### src/rtl/fetch_stage.sv
// MIPS instruction-fetch stage: owns Pc_F, computes the next PC from decode-stage
// redirects (delay-slot semantics), and loads the IF/ID pipeline register.
module fetch_stage #(
    parameter logic [31:0] PC_RESET = 32'h0000_3000,
    parameter logic [31:0] IM_LO    = 32'h0000_3000,
    parameter logic [31:0] IM_HI    = 32'h0000_6FFC
) (
    input  logic        clk,
    input  logic        reset,
    input  logic        Stall_F,
    input  logic        Flush_D,
    input  logic [1:0]  Npc_Sel,
    input  logic        Branch_Taken,
    input  logic [31:0] Jr_Target,
    input  logic [31:0] Instruction,
    output logic [31:0] Pc_F,
    output logic [31:0] Instr_D,
    output logic [31:0] Pc_D,
    output logic [31:0] Pc8_D,
    output logic        Valid_D,
    output logic        AdEL_D,
    output logic [31:0] Fetch_Count
);

    localparam logic [1:0] NPC_SEQ    = 2'b00;
    localparam logic [1:0] NPC_BRANCH = 2'b01;
    localparam logic [1:0] NPC_JUMP   = 2'b10;
    localparam logic [1:0] NPC_JR     = 2'b11;

    logic [31:0] pc_f_q,        pc_f_d;
    logic [31:0] instr_d_q,     instr_d_d;
    logic [31:0] pc_d_q,        pc_d_d;
    logic [31:0] pc8_d_q,       pc8_d_d;
    logic        valid_d_q,     valid_d_d;
    logic        adel_d_q,      adel_d_d;
    logic [31:0] fetch_count_q, fetch_count_d;

    logic        fetch_illegal;
    logic [31:0] fetch_word;
    logic [31:0] seq_pc;
    logic [31:0] branch_offset;
    logic [31:0] branch_target;
    logic [31:0] jump_target;
    logic [31:0] next_pc;

    always_comb begin
        fetch_illegal = (pc_f_q[1:0] != 2'b00) || (pc_f_q < IM_LO) || (pc_f_q > IM_HI);
        fetch_word    = fetch_illegal ? 32'h0000_0000 : Instruction;
    end

    // Redirect targets are taken from IF/ID, i.e. the branch/jump sitting in decode.
    always_comb begin
        seq_pc        = pc_f_q + 32'd4;
        branch_offset = {{14{instr_d_q[15]}}, instr_d_q[15:0], 2'b00};
        branch_target = pc_d_q + 32'd4 + branch_offset;
        jump_target   = {pc_d_q[31:28], instr_d_q[25:0], 2'b00};
        next_pc       = seq_pc;
        if (valid_d_q) begin
            case (Npc_Sel)
                NPC_SEQ:    next_pc = seq_pc;
                NPC_BRANCH: next_pc = Branch_Taken ? branch_target : seq_pc;
                NPC_JUMP:   next_pc = jump_target;
                NPC_JR:     next_pc = Jr_Target;
                default:    next_pc = seq_pc;
            endcase
        end
    end

    always_comb begin
        pc_f_d        = pc_f_q;
        instr_d_d     = instr_d_q;
        pc_d_d        = pc_d_q;
        pc8_d_d       = pc8_d_q;
        valid_d_d     = valid_d_q;
        adel_d_d      = adel_d_q;
        fetch_count_d = fetch_count_q;

        if (!Stall_F) begin
            pc_f_d = next_pc;
        end

        // A flush wins over both a stall and a normal capture.
        if (Flush_D) begin
            instr_d_d = 32'h0000_0000;
            pc_d_d    = 32'h0000_0000;
            pc8_d_d   = 32'h0000_0000;
            valid_d_d = 1'b0;
            adel_d_d  = 1'b0;
        end else if (!Stall_F) begin
            instr_d_d     = fetch_word;
            pc_d_d        = pc_f_q;
            pc8_d_d       = pc_f_q + 32'd8;
            valid_d_d     = 1'b1;
            adel_d_d      = fetch_illegal;
            fetch_count_d = fetch_count_q + 32'd1;
        end
    end

    always_ff @(posedge clk or posedge reset) begin
        if (reset) begin
            pc_f_q        <= PC_RESET;
            instr_d_q     <= 32'h0000_0000;
            pc_d_q        <= 32'h0000_0000;
            pc8_d_q       <= 32'h0000_0000;
            valid_d_q     <= 1'b0;
            adel_d_q      <= 1'b0;
            fetch_count_q <= 32'h0000_0000;
        end else begin
            pc_f_q        <= pc_f_d;
            instr_d_q     <= instr_d_d;
            pc_d_q        <= pc_d_d;
            pc8_d_q       <= pc8_d_d;
            valid_d_q     <= valid_d_d;
            adel_d_q      <= adel_d_d;
            fetch_count_q <= fetch_count_d;
        end
    end

    assign Pc_F        = pc_f_q;
    assign Instr_D     = instr_d_q;
    assign Pc_D        = pc_d_q;
    assign Pc8_D       = pc8_d_q;
    assign Valid_D     = valid_d_q;
    assign AdEL_D      = adel_d_q;
    assign Fetch_Count = fetch_count_q;

endmodule

### config.mk
export PLATFORM = sky130hd
export DESIGN_NAME = fetch_stage
export DESIGN_NICKNAME = d
export VERILOG_FILES = /design/src/rtl/fetch_stage.sv
export SDC_FILE = /design/constraint.sdc
export NUM_CORES = 1
export LEC_CHECK = 0
export ABC_AREA = 1
export CAP_MARGIN = 20
export CORE_MARGIN = 2
export CORE_UTILIZATION = 52
export CTS_CLUSTER_SIZE = 28
export DETAILED_ROUTE_END_ITERATION = 16
export GPL_TIMING_DRIVEN = 0
export PLACE_DENSITY_LB_ADDON = 0.05
export SETUP_SLACK_MARGIN = 0.05
export SLEW_MARGIN = 40
export SYNTH_ARGS = -nofsm -noshare
export SYNTH_HDL_FRONTEND = slang
export SYNTH_SLANG_ARGS = --single-unit
### constraint.sdc
create_clock -name clk -period 8.04 [get_ports clk]
set_input_delay 2.01 -clock clk [delete_from_list [all_inputs] [get_ports clk]]
set_output_delay 2.01 -clock clk [all_outputs]
set_load 0.1 [all_outputs]
== Word-level counts from Yosys, hierarchy flattened ==
Index checks and enable logic that the tools add are counted.

* Memories: 0
* Bits in writable memories: 0
* Logic and storage cells: 39
* Output and inout port bits: 162
* Input port bits: 71
* Bits in registers: 162
* ROM bits: 0
* Latch bits: 0

* Shifts and indexed selects: 0
* $add $sub $neg: 5
* Bitwise gates (word level): 2
* Div/mod/pow operators: 0
* Equal/unequal tests: 4
* $mul: 0
* Muxes and demuxes: 14
* Reduce and logical (&&, ||, !) cells: 5
* $lt $le $gt $ge: 2

{| class="wikitable"
|+ Operator list
! operator !! count
|-
| 2-to-1 mux 32 bit || 9
|-
| case mux 32 bit (4 select lines) || 1
|-
| adder 32 x 3 -> 32 bit (second input constant) || 2
|-
| adder 32 x 1 -> 32 bit (second input constant) || 1
|-
| adder 32 bit || 1
|-
| adder 32 x 4 -> 32 bit (second input constant) || 1
|-
| greater-than comparator 32 x 15 -> 1 bit (second input constant) || 1
|-
| < comparator 32 x 14 -> 1 bit (second input constant) || 1
|-
| == test 2 bit (second input constant) || 2
|-
| 2-to-1 mux 1 bit || 4
|-
| == test 2 x 1 -> 1 bit (second input constant) || 1
|-
| zero test 2 bit || 1
|-
| logical OR 1 bit || 2
|-
| != test 2 x 1 -> 1 bit (second input constant) || 1
|-
| NOT 1 bit || 2
|-
| AND reduction 2 bit || 1
|-
| nonzero test 2 bit || 1
|}

== Logic depth before layout (Yosys ltp) ==
Gate-level depths: netlist of run 1.

* Depth after elaboration: 6
* Gate-level depth with buffers: 20
* Mapped depth without buffers: 20

== Least setup slack after synthesis of run 1 ==
OpenSTA, ideal clock, no wires.

* Path kind: reg-to-output
* Start: register pc_d_q[0] (netlist: Pc_D[0])
* End: output Pc_D[0]
* Path buffers: 1
* Stages on the path, launching flop included: 2
* Data required time: 6.030 ns
* Slack: 4.674 ns
* Arrival: 1.356 ns
* Path through: dfrtp_1 buf_4

{| class="wikitable"
|+ RTL lines
! element !! line !! source
|-
| from (decl) || 32 || <nowiki>logic [31:0] pc_d_q, pc_d_d;</nowiki>
|-
| from (signal assigned) || 111 || <nowiki>pc_d_q <= pc_d_d;</nowiki>
|-
| to (decl) || 18 || <nowiki>output logic [31:0] Pc_D,</nowiki>
|}

No word-level cell between the ends.

== Final worst setup path of run 1 ==
* Start: input Npc_Sel[1]
* End: register pc_f_q[7] (netlist: Pc_F[7])

* Cells in the longest elaborated chain, start to end: 3
* Elaborated cells between the ends (all ways): 6
* Classes of those cells: eq/ne: 3; mux: 2; reduce/logical: 1

{| class="wikitable"
|+ Ends and longest elaborated chain
! element !! line !! source
|-
| from (decl) || 12 || <nowiki>input logic [1:0] Npc_Sel,</nowiki>
|-
| == test 2 bit, or another cell as far along || 59 || <nowiki>case (Npc_Sel)</nowiki>
|-
| case mux 32 bit (4 select lines) * || 59 ||
|-
| 2-to-1 mux 32 bit * || 58 || <nowiki>if (valid_d_q) begin</nowiki>
|-
| to (signal assigned) || 109 || <nowiki>pc_f_q <= pc_f_d;</nowiki>
|-
| to (decl) || 30 || <nowiki>logic [31:0] pc_f_q, pc_f_d;</nowiki>
|}

Mark *: on every way between the ends. The rest lies on a longest branch, timed or not.
A chain may end at the register's enable or synchronous reset.

==> results of run 1 <==
-- per-layer routing --
metal  GRT usage  wire length (um)  vias to the layer above
met5           0                 0                        -
met4       0.154              1690                        0
met3      0.0780              3950                      118
met2       0.609             19400                      627
met1       0.501             17000                     5562
li1            -                 -                     5560
-- registers in the layout (all words and copies together) (netlist names) --
signal       cells
AdEL_D           1
Fetch_Count     32
Instr_D         32
Pc8_D           29
Pc_D            32
Pc_F            32
Valid_D          1
-- layout make-up --
class,count,area share
Multi-Input combinational cell,1117,0.445
Sequential cell,159,0.295
Timing Repair Buffer,233,0.115
Inverter,221,0.0620
Clock buffer,18,0.0318
Tap cell,275,0.0255
Buffer,48,0.0155
Clock inverter,14,0.0105
-- per-stage QoR --
stage / cell area [sq um] / TNS, ns / worst slack [ns]
floorplan: 11000 / 0 / 1.74
global placement: 13700 / -76.20 / -0.503
detailed placement: 12900 / 0 / 3.67
CTS: 13500 / 0 / 4.11
global route: 13500 / 0 / 3.88
finish: 13500 / 0 / 3.89
-- cell usage in the layout (no fill, tap or decap), drive strengths merged, types with 3 or more instances in the layout --
cell type and n:
a32o 20, a221oi 17, clkinv 5, o221ai 7
clkdlybuf4s50 69, nand3b 3, xnor2 20, nand3 135
a22o 5, nand2 505, nor2 112, nor4 9
nor3 21, ha 60, o21ai 67, dfrtp 157
nand4 26, clkbuf 52, xor2 34, o31ai 5
inv 229, a21oi 41, buf 178, o211ai 12
a32oi 3
-- cell families after synthesis --
group                    synth area share
flip-flops                          0.361
multiplexers                     0.000908
buffers and inverters              0.0940
adder cells (fa/ha/maj)            0.0699
AND/OR/NAND/NOR                     0.320
XOR/XNOR                           0.0429
AO/OA/AOI/OAI                       0.111
-- worst max-delay path by stage --
| stage | start | end | slack [ns] | cells after the start |
|---|---|---|---|---|
| finish | Npc_Sel[1] | Pc_F[7]$_DFFE_PP0N_ | 3.89 | 8 |
| global route | Npc_Sel[0] | Pc_F[7]$_DFFE_PP0N_ | 3.88 | 9 |
| CTS | Npc_Sel[0] | Pc_F[7]$_DFFE_PP0N_ | 4.11 | 9 |
| detailed placement | Npc_Sel[0] | Pc_F[7]$_DFFE_PP0N_ | 3.67 | 9 |
| global placement | reset | Instr_D[7]$_DFFE_PP0P_ | -0.50 | 2 |
| floorplan | reset | AdEL_D$_DFFE_PP0P_ | 1.74 | 1 |
-- power groups by stage --
stage	clock [W]	combinational (W)	sequential, W
after floorplan	0	0.000276	0.00152
after global placement	0	0.00112	0.00101
after detailed placement	0	0.00106	0.00101
after CTS	0.000814	0.00107	0.000991
after global routing	0.000846	0.00112	0.00101
final	0.000810	0.00108	0.000999
-- worst reg2reg max path, cell delays in order, from the launching register on --
cell and delay (ns):
dfrtp_1 0.45, ha_1 0.32, ha_1 0.37, nand2_1 0.13
nor2_1 0.42, nand3_1 0.17, nand3b_1 0.31, xnor2_1 0.19
nor2_1 0.06, o21ai_0 0.34, o21ai_0 0.18
==> summary.txt, run 1 <==
Clock network
  • H-tree levels: 4
  • Post-CTS setup buffers: 0
  • TritonCTS buffer count: 17
  • Worst-path clk slew: 0.08 ns
  • Clock Latency Late Sink: 0.44 ns
  • Maximum clock insertion buffer count: 2
  • Hold buffers post-CTS: 0
  • CTS tree: built
  • CTS sink cnt: 159
  • Root Buffer: clkbuf_16
  • Post-CTS resize count: 0

STA
  • Max-slew headroom: 0.433
  • Least-Margin Pin Slew: 0.851 ns
  • Layout Skew: 0.0159 ns
  • Fin crit share: 0.517
  • Setup Viol. Count Final: 0
  • Highest Clock Rate: 241 MHz
  • Tmin final: 4.15 ns
  • Hold slack: 0.488 ns
  • Max-slew violation count: 0
  • RSZ-0062 raised after global routing: false
  • Fin. Hold Viols: 0

Hold path
  • Hold wc startpoint: Instr_D[27]$_DFFE_PP0P_
  • WHS Path Cells: 1
  • Hold crit path type: flop to flop
  • Hold path endpoint: Instr_D[27]$_DFFE_PP0P_

Setup path
  • Reg-to-Reg End: Pc_F[14]$_DFFE_PP0N_
  • Critical Path End Type: flop
  • FF-to-FF Start: Instr_D[9]$_DFFE_PP0P_
  • Critical Path Slowest Stage Cell: nor2_1
  • Crit-path leading delay family: buffers and inverters
  • CP Cell Sequence: clkdlybuf4s50_1 -> inv_1 -> nor2_1 -> inv_1 -> clkbuf_1 -> o221ai_1 -> nand2_1 -> o21ai_0
  • R2R Setup Slk: 4.95 ns
  • Reg2reg path depth: 10
  • Most common cell on crit path: inv_1
  • Crit path max fanout: 10
  • CP bufs+invs: 4
  • Max stage delay on crit path: 0.60 ns
  • Startpoint Class: input pin
  • WP data arrival: 4.51 ns
  • Critical path type: input pin to flop
  • CP required: 8.40 ns

Routing
  • First-pass DRT Iterations: 8
  • Final ANT Viol Nets: 0
  • Drt via density: 5.69
  • # DRC: 0
  • 1st-iter DRT viols: 1121
  • Total number of vias: 11900
  • Wirelength per Cell: 20.2 um
  • Routed wire length: 42.1 mm

Global route
  • GRT Util Overall: 0.379
  • First-pass GRT wire length: 63.9 mm
  • Grt total ovfl: 0
  • Initial antenna violation count: 0
  • Vias in the first global route: 11400
  • Pin count of the biggest net entering global routing: 79

Yosys
  • FFs w/ async S/R, synth: 1.00
  • Library cells used by synthesis: 52
  • Post-Syn Area per Cell: 7.13 sq um
  • Synthesized area: 11000 sq um
  • Most instantiated library cell after synthesis: nand2_1
  • Syn Nets: 1677
  • Synth top area cells: dfrtp_1 36%, nand2_1 17%, inv_1 7.1%, ha_1 6.8%, nand3_1 6.1%
  • Area share of the largest cell type after synthesis: 0.356
  • Ys Warns: 0
  • Post-synth EDFFs: 0
  • Post-Syn Instances: 1545
  • #FFs+latches synth: 159
  • Top FF cell, synth: dfrtp_1
  • Area leader, netlist: dfrtp_1
  • Sequential area share after synthesis: 0.361
  • Commonest cells in the netlist: 498 x nand2_1, 209 x inv_1, 157 x dfrtp_1

Finish
  • Area delta synth->final: 22.5%
  • Ant diodes: 0
  • Register area: 3980 sq um
  • Non-filler instance count after layout: 2085
  • Multi-input gate area: 6010 sq um
  • Final Util: 0.647
  • Layout cell share with drive strength beyond 1: 0.142
  • Fill cells: 1943
  • Final nets: 1929

Pwr
  • Total power: 0.00288 W
  • Switching part of the total: 0.484
  • Net Sw Power: 0.00140 W
  • Sequential power share: 0.346
  • Maximum VDD drop: 0.000305 V
  • Clock power frac: 0.281
  • Pint: 0.00149 W
  • PD cells: 214 nW/um^2
  • Static Leak: 7.27 nW
  • Comb pwr share: 0.373

Floorplanning
  • Horiz. Die Dim: 150 um
  • Row Count: 53
  • Core area: 20900 sq um
  • Ports: 233
  • Die Span Y: 150 um
  • Die Area: 22400 sq um
  • Initial Utilization: 0.528

Job
  • Max-cap violations: 0

Placed design
  • Dpl hpwl: 33.3 mm
  • Gpl congestion: 1.03
  • Placed Cells: 2053
  • Port Buffers: 231

Status
  • Outcome: finished, final reports clean
Note: power is estimated with default switching activity, not from simulation.
==> inputs of run 2 (changes only) <==
--- a/config.mk
+++ b/config.mk
@@ -8,7 +8,7 @@
 export ABC_AREA = 1
 export CAP_MARGIN = 20
 export CORE_MARGIN = 2
-export CORE_UTILIZATION = 52
+export CORE_UTILIZATION = 47
 export CTS_CLUSTER_SIZE = 28
 export DETAILED_ROUTE_END_ITERATION = 16
 export GPL_TIMING_DRIVEN = 0
==> constraint.sdc (replaced) <==
create_clock -name clk -period 3.5 [get_ports clk]
set_input_delay 0.875 -clock clk [delete_from_list [all_inputs] [get_ports clk]]
set_output_delay 0.875 -clock clk [all_outputs]
set_load 0.1 [all_outputs]
==> summary.txt, run 2 (synthesized netlist as in run 1, its figures left out) <==
Pwr
  • Pint: 0.00343 W
  • Clock power frac: 0.280
  • Comb pwr share: 0.375
  • Sequential power share: 0.345
  • Total power: 0.00663 W
  • Switching part of the total: 0.483
  • PD cells: 485 nW/um^2
  • Maximum VDD drop: 0.000724 V
  • Net Sw Power: 0.00320 W
  • Static Leak: 7.32 nW

Setup path
  • CP required: 3.82 ns
  • Crit path max fanout: 18
  • WP data arrival: 3.42 ns
  • Most common cell on crit path: nand2_1
  • CP bufs+invs: 0
  • Critical Path Slowest Stage Cell: dfrtp_1
  • Critical Path End Type: flop
  • Startpoint Class: flop
  • Max stage delay on crit path: 0.86 ns
  • CP Cell Sequence: ha_1 -> ha_1 -> nand2_1 -> nor2_1 -> nand2_1 -> nor2_1 -> nand2_1 -> nand4_1 -> nand3_1 -> nand2_1 -> nand2_1 -> nand2_1 -> nand2_1
  • Critical path type: flop to flop
  • Crit-path leading delay family: simple AND/OR/NAND/NOR gates

Global route
  • Grt total ovfl: 0
  • Vias in the first global route: 11100
  • Pin count of the biggest net entering global routing: 26
  • GRT Util Overall: 0.348
  • First-pass GRT wire length: 64.1 mm
  • Initial antenna violation count: 0

STA
  • Max-slew violation count: 0
  • Layout Skew: 0.0166 ns
  • Least-Margin Pin Slew: 0.888 ns
  • Max-slew headroom: 0.408
  • Highest Clock Rate: 322 MHz
  • Tmin final: 3.10 ns
  • Setup Viol. Count Final: 0
  • Fin. Hold Viols: 0
  • Fin crit share: 0.886
  • RSZ-0062 raised after global routing: false
  • Fin worst setup slack: 0.398 ns

Finish
  • Final Util: 0.589
  • Fill cells: 2310
  • Most frequent cells in the layout: 498 x nand2_1, 208 x inv_1, 168 x buf_2, 157 x dfrtp_1, 134 x nand3_1
  • Non-filler instance count after layout: 2135
  • Final nets: 1935
  • Most common cell after layout, fill and taps aside: nand2_1
  • Design Area, Final: 13700 sq um
  • Layout cell share with drive strength beyond 1: 0.144
  • Area delta synth->final: 24.2%
  • Ant diodes: 0

Floorplanning
  • Horiz. Die Dim: 157 um
  • Die Span Y: 157 um
  • Ports: 233
  • Initial Utilization: 0.474
  • Core area: 23300 sq um
  • Die Area: 24700 sq um
  • Row Count: 56

Clock network
  • Root Buffer: clkbuf_16
  • Post-CTS resize count: 0
  • Hold buffers post-CTS: 0
  • Maximum clock insertion buffer count: 2
  • TritonCTS buffer count: 17
  • H-tree levels: 4
  • Post-CTS setup buffers: 0
  • CTS tree: built
  • Clock Latency Late Sink: 0.44 ns
  • Worst-path clk slew: 0.08 ns
  • CTS sink cnt: 159

Placed design
  • Placed Cells: 2103
  • Cell Area, Placed: 13100 sq um
  • Port Buffers: 231
  • Gpl congestion: 1.01
  • Dpl ws: 0.120 ns
  • Dpl hpwl: 34.6 mm

Routing
  • Final ANT Viol Nets: 0
  • Total number of vias: 11700
  • First-pass DRT Iterations: 6
  • Drt via density: 5.48
  • Routed wire length: 42.9 mm
  • 1st-iter DRT viols: 1095
  • # DRC: 0
  • Wirelength per Cell: 20.1 um

Hold path
  • Hold crit path type: flop to flop

Job
  • Max-cap violations: 0

Status
  • Outcome: finished, final reports clean
-- run 2: cell types whose count changed in the layout (fill, tap and decap cells not counted), sizes merged --
cell    change
inv         -2
clkinv      +2
buf         +5
clkbuf      +1
-- run 2: final timing paths --
check,cells after the start,endpoint,slack [ns],start
min in group asynchronous,2,Instr_D[22]$_DFFE_PP0P_,0.72,reset
min,1,Fetch_Count[31]$_DFFE_PP0P_,0.49,Fetch_Count[31]$_DFFE_PP0P_
min reg2reg,1,Fetch_Count[31]$_DFFE_PP0P_,0.49,Fetch_Count[31]$_DFFE_PP0P_
max,13,Pc_F[25]$_DFFE_PP0N_,0.40,Instr_D[15]$_DFFE_PP0P_
max in group asynchronous,6,Pc_F[13]$_DFFE_PP1N_,1.73,reset
max reg2reg,13,Pc_F[25]$_DFFE_PP0N_,0.40,Instr_D[15]$_DFFE_PP0P_
-- run 2: routing by layer --
metal	track usage	up-vias	wire length, um
met2	0.561	574	19700
li1	-	5576	-
met1	0.468	5445	18000
met4	0.134	0	1620
met5	0	-	0
met3	0.0628	112	3590
-- run 2: per-stage QoR --
| stage | setup TNS [ns] | hold slack [ns] |
|---|---|---|
| 2_1_floorplan | 0 | 0.799 |
| 3_3_place_gp | -134.46 | 0.471 |
| 3_5_place_dp | 0 | 0.466 |
| 4_1_cts | 0 | 0.484 |
| 5_1_grt | 0 | 0.501 |
| 6_report | 0 | 0.487 |
-- run 2: power groups by stage --
stage	logic (W)	clock network [W]	registers [W]
2_1_floorplan	0.000635	0	0.00349
3_3_place_gp	0.00260	0	0.00232
3_5_place_dp	0.00247	0	0.00231
4_1_cts	0.00248	0.00187	0.00228
5_1_grt	0.00260	0.00195	0.00231
6_report	0.00249	0.00186	0.00229
-- run 2: cell type report --
cell class              instances  area, sq um  area share
plain buffers                  48          208      0.0152
clock buffers                  18          429      0.0313
inverters                     221          833      0.0609
well taps                     319          399      0.0292
repair buffers                239         1690       0.123
multi-input cells            1117         6010       0.439
clock inverters                14          146      0.0107
flip-flops and latches        159         3980       0.291
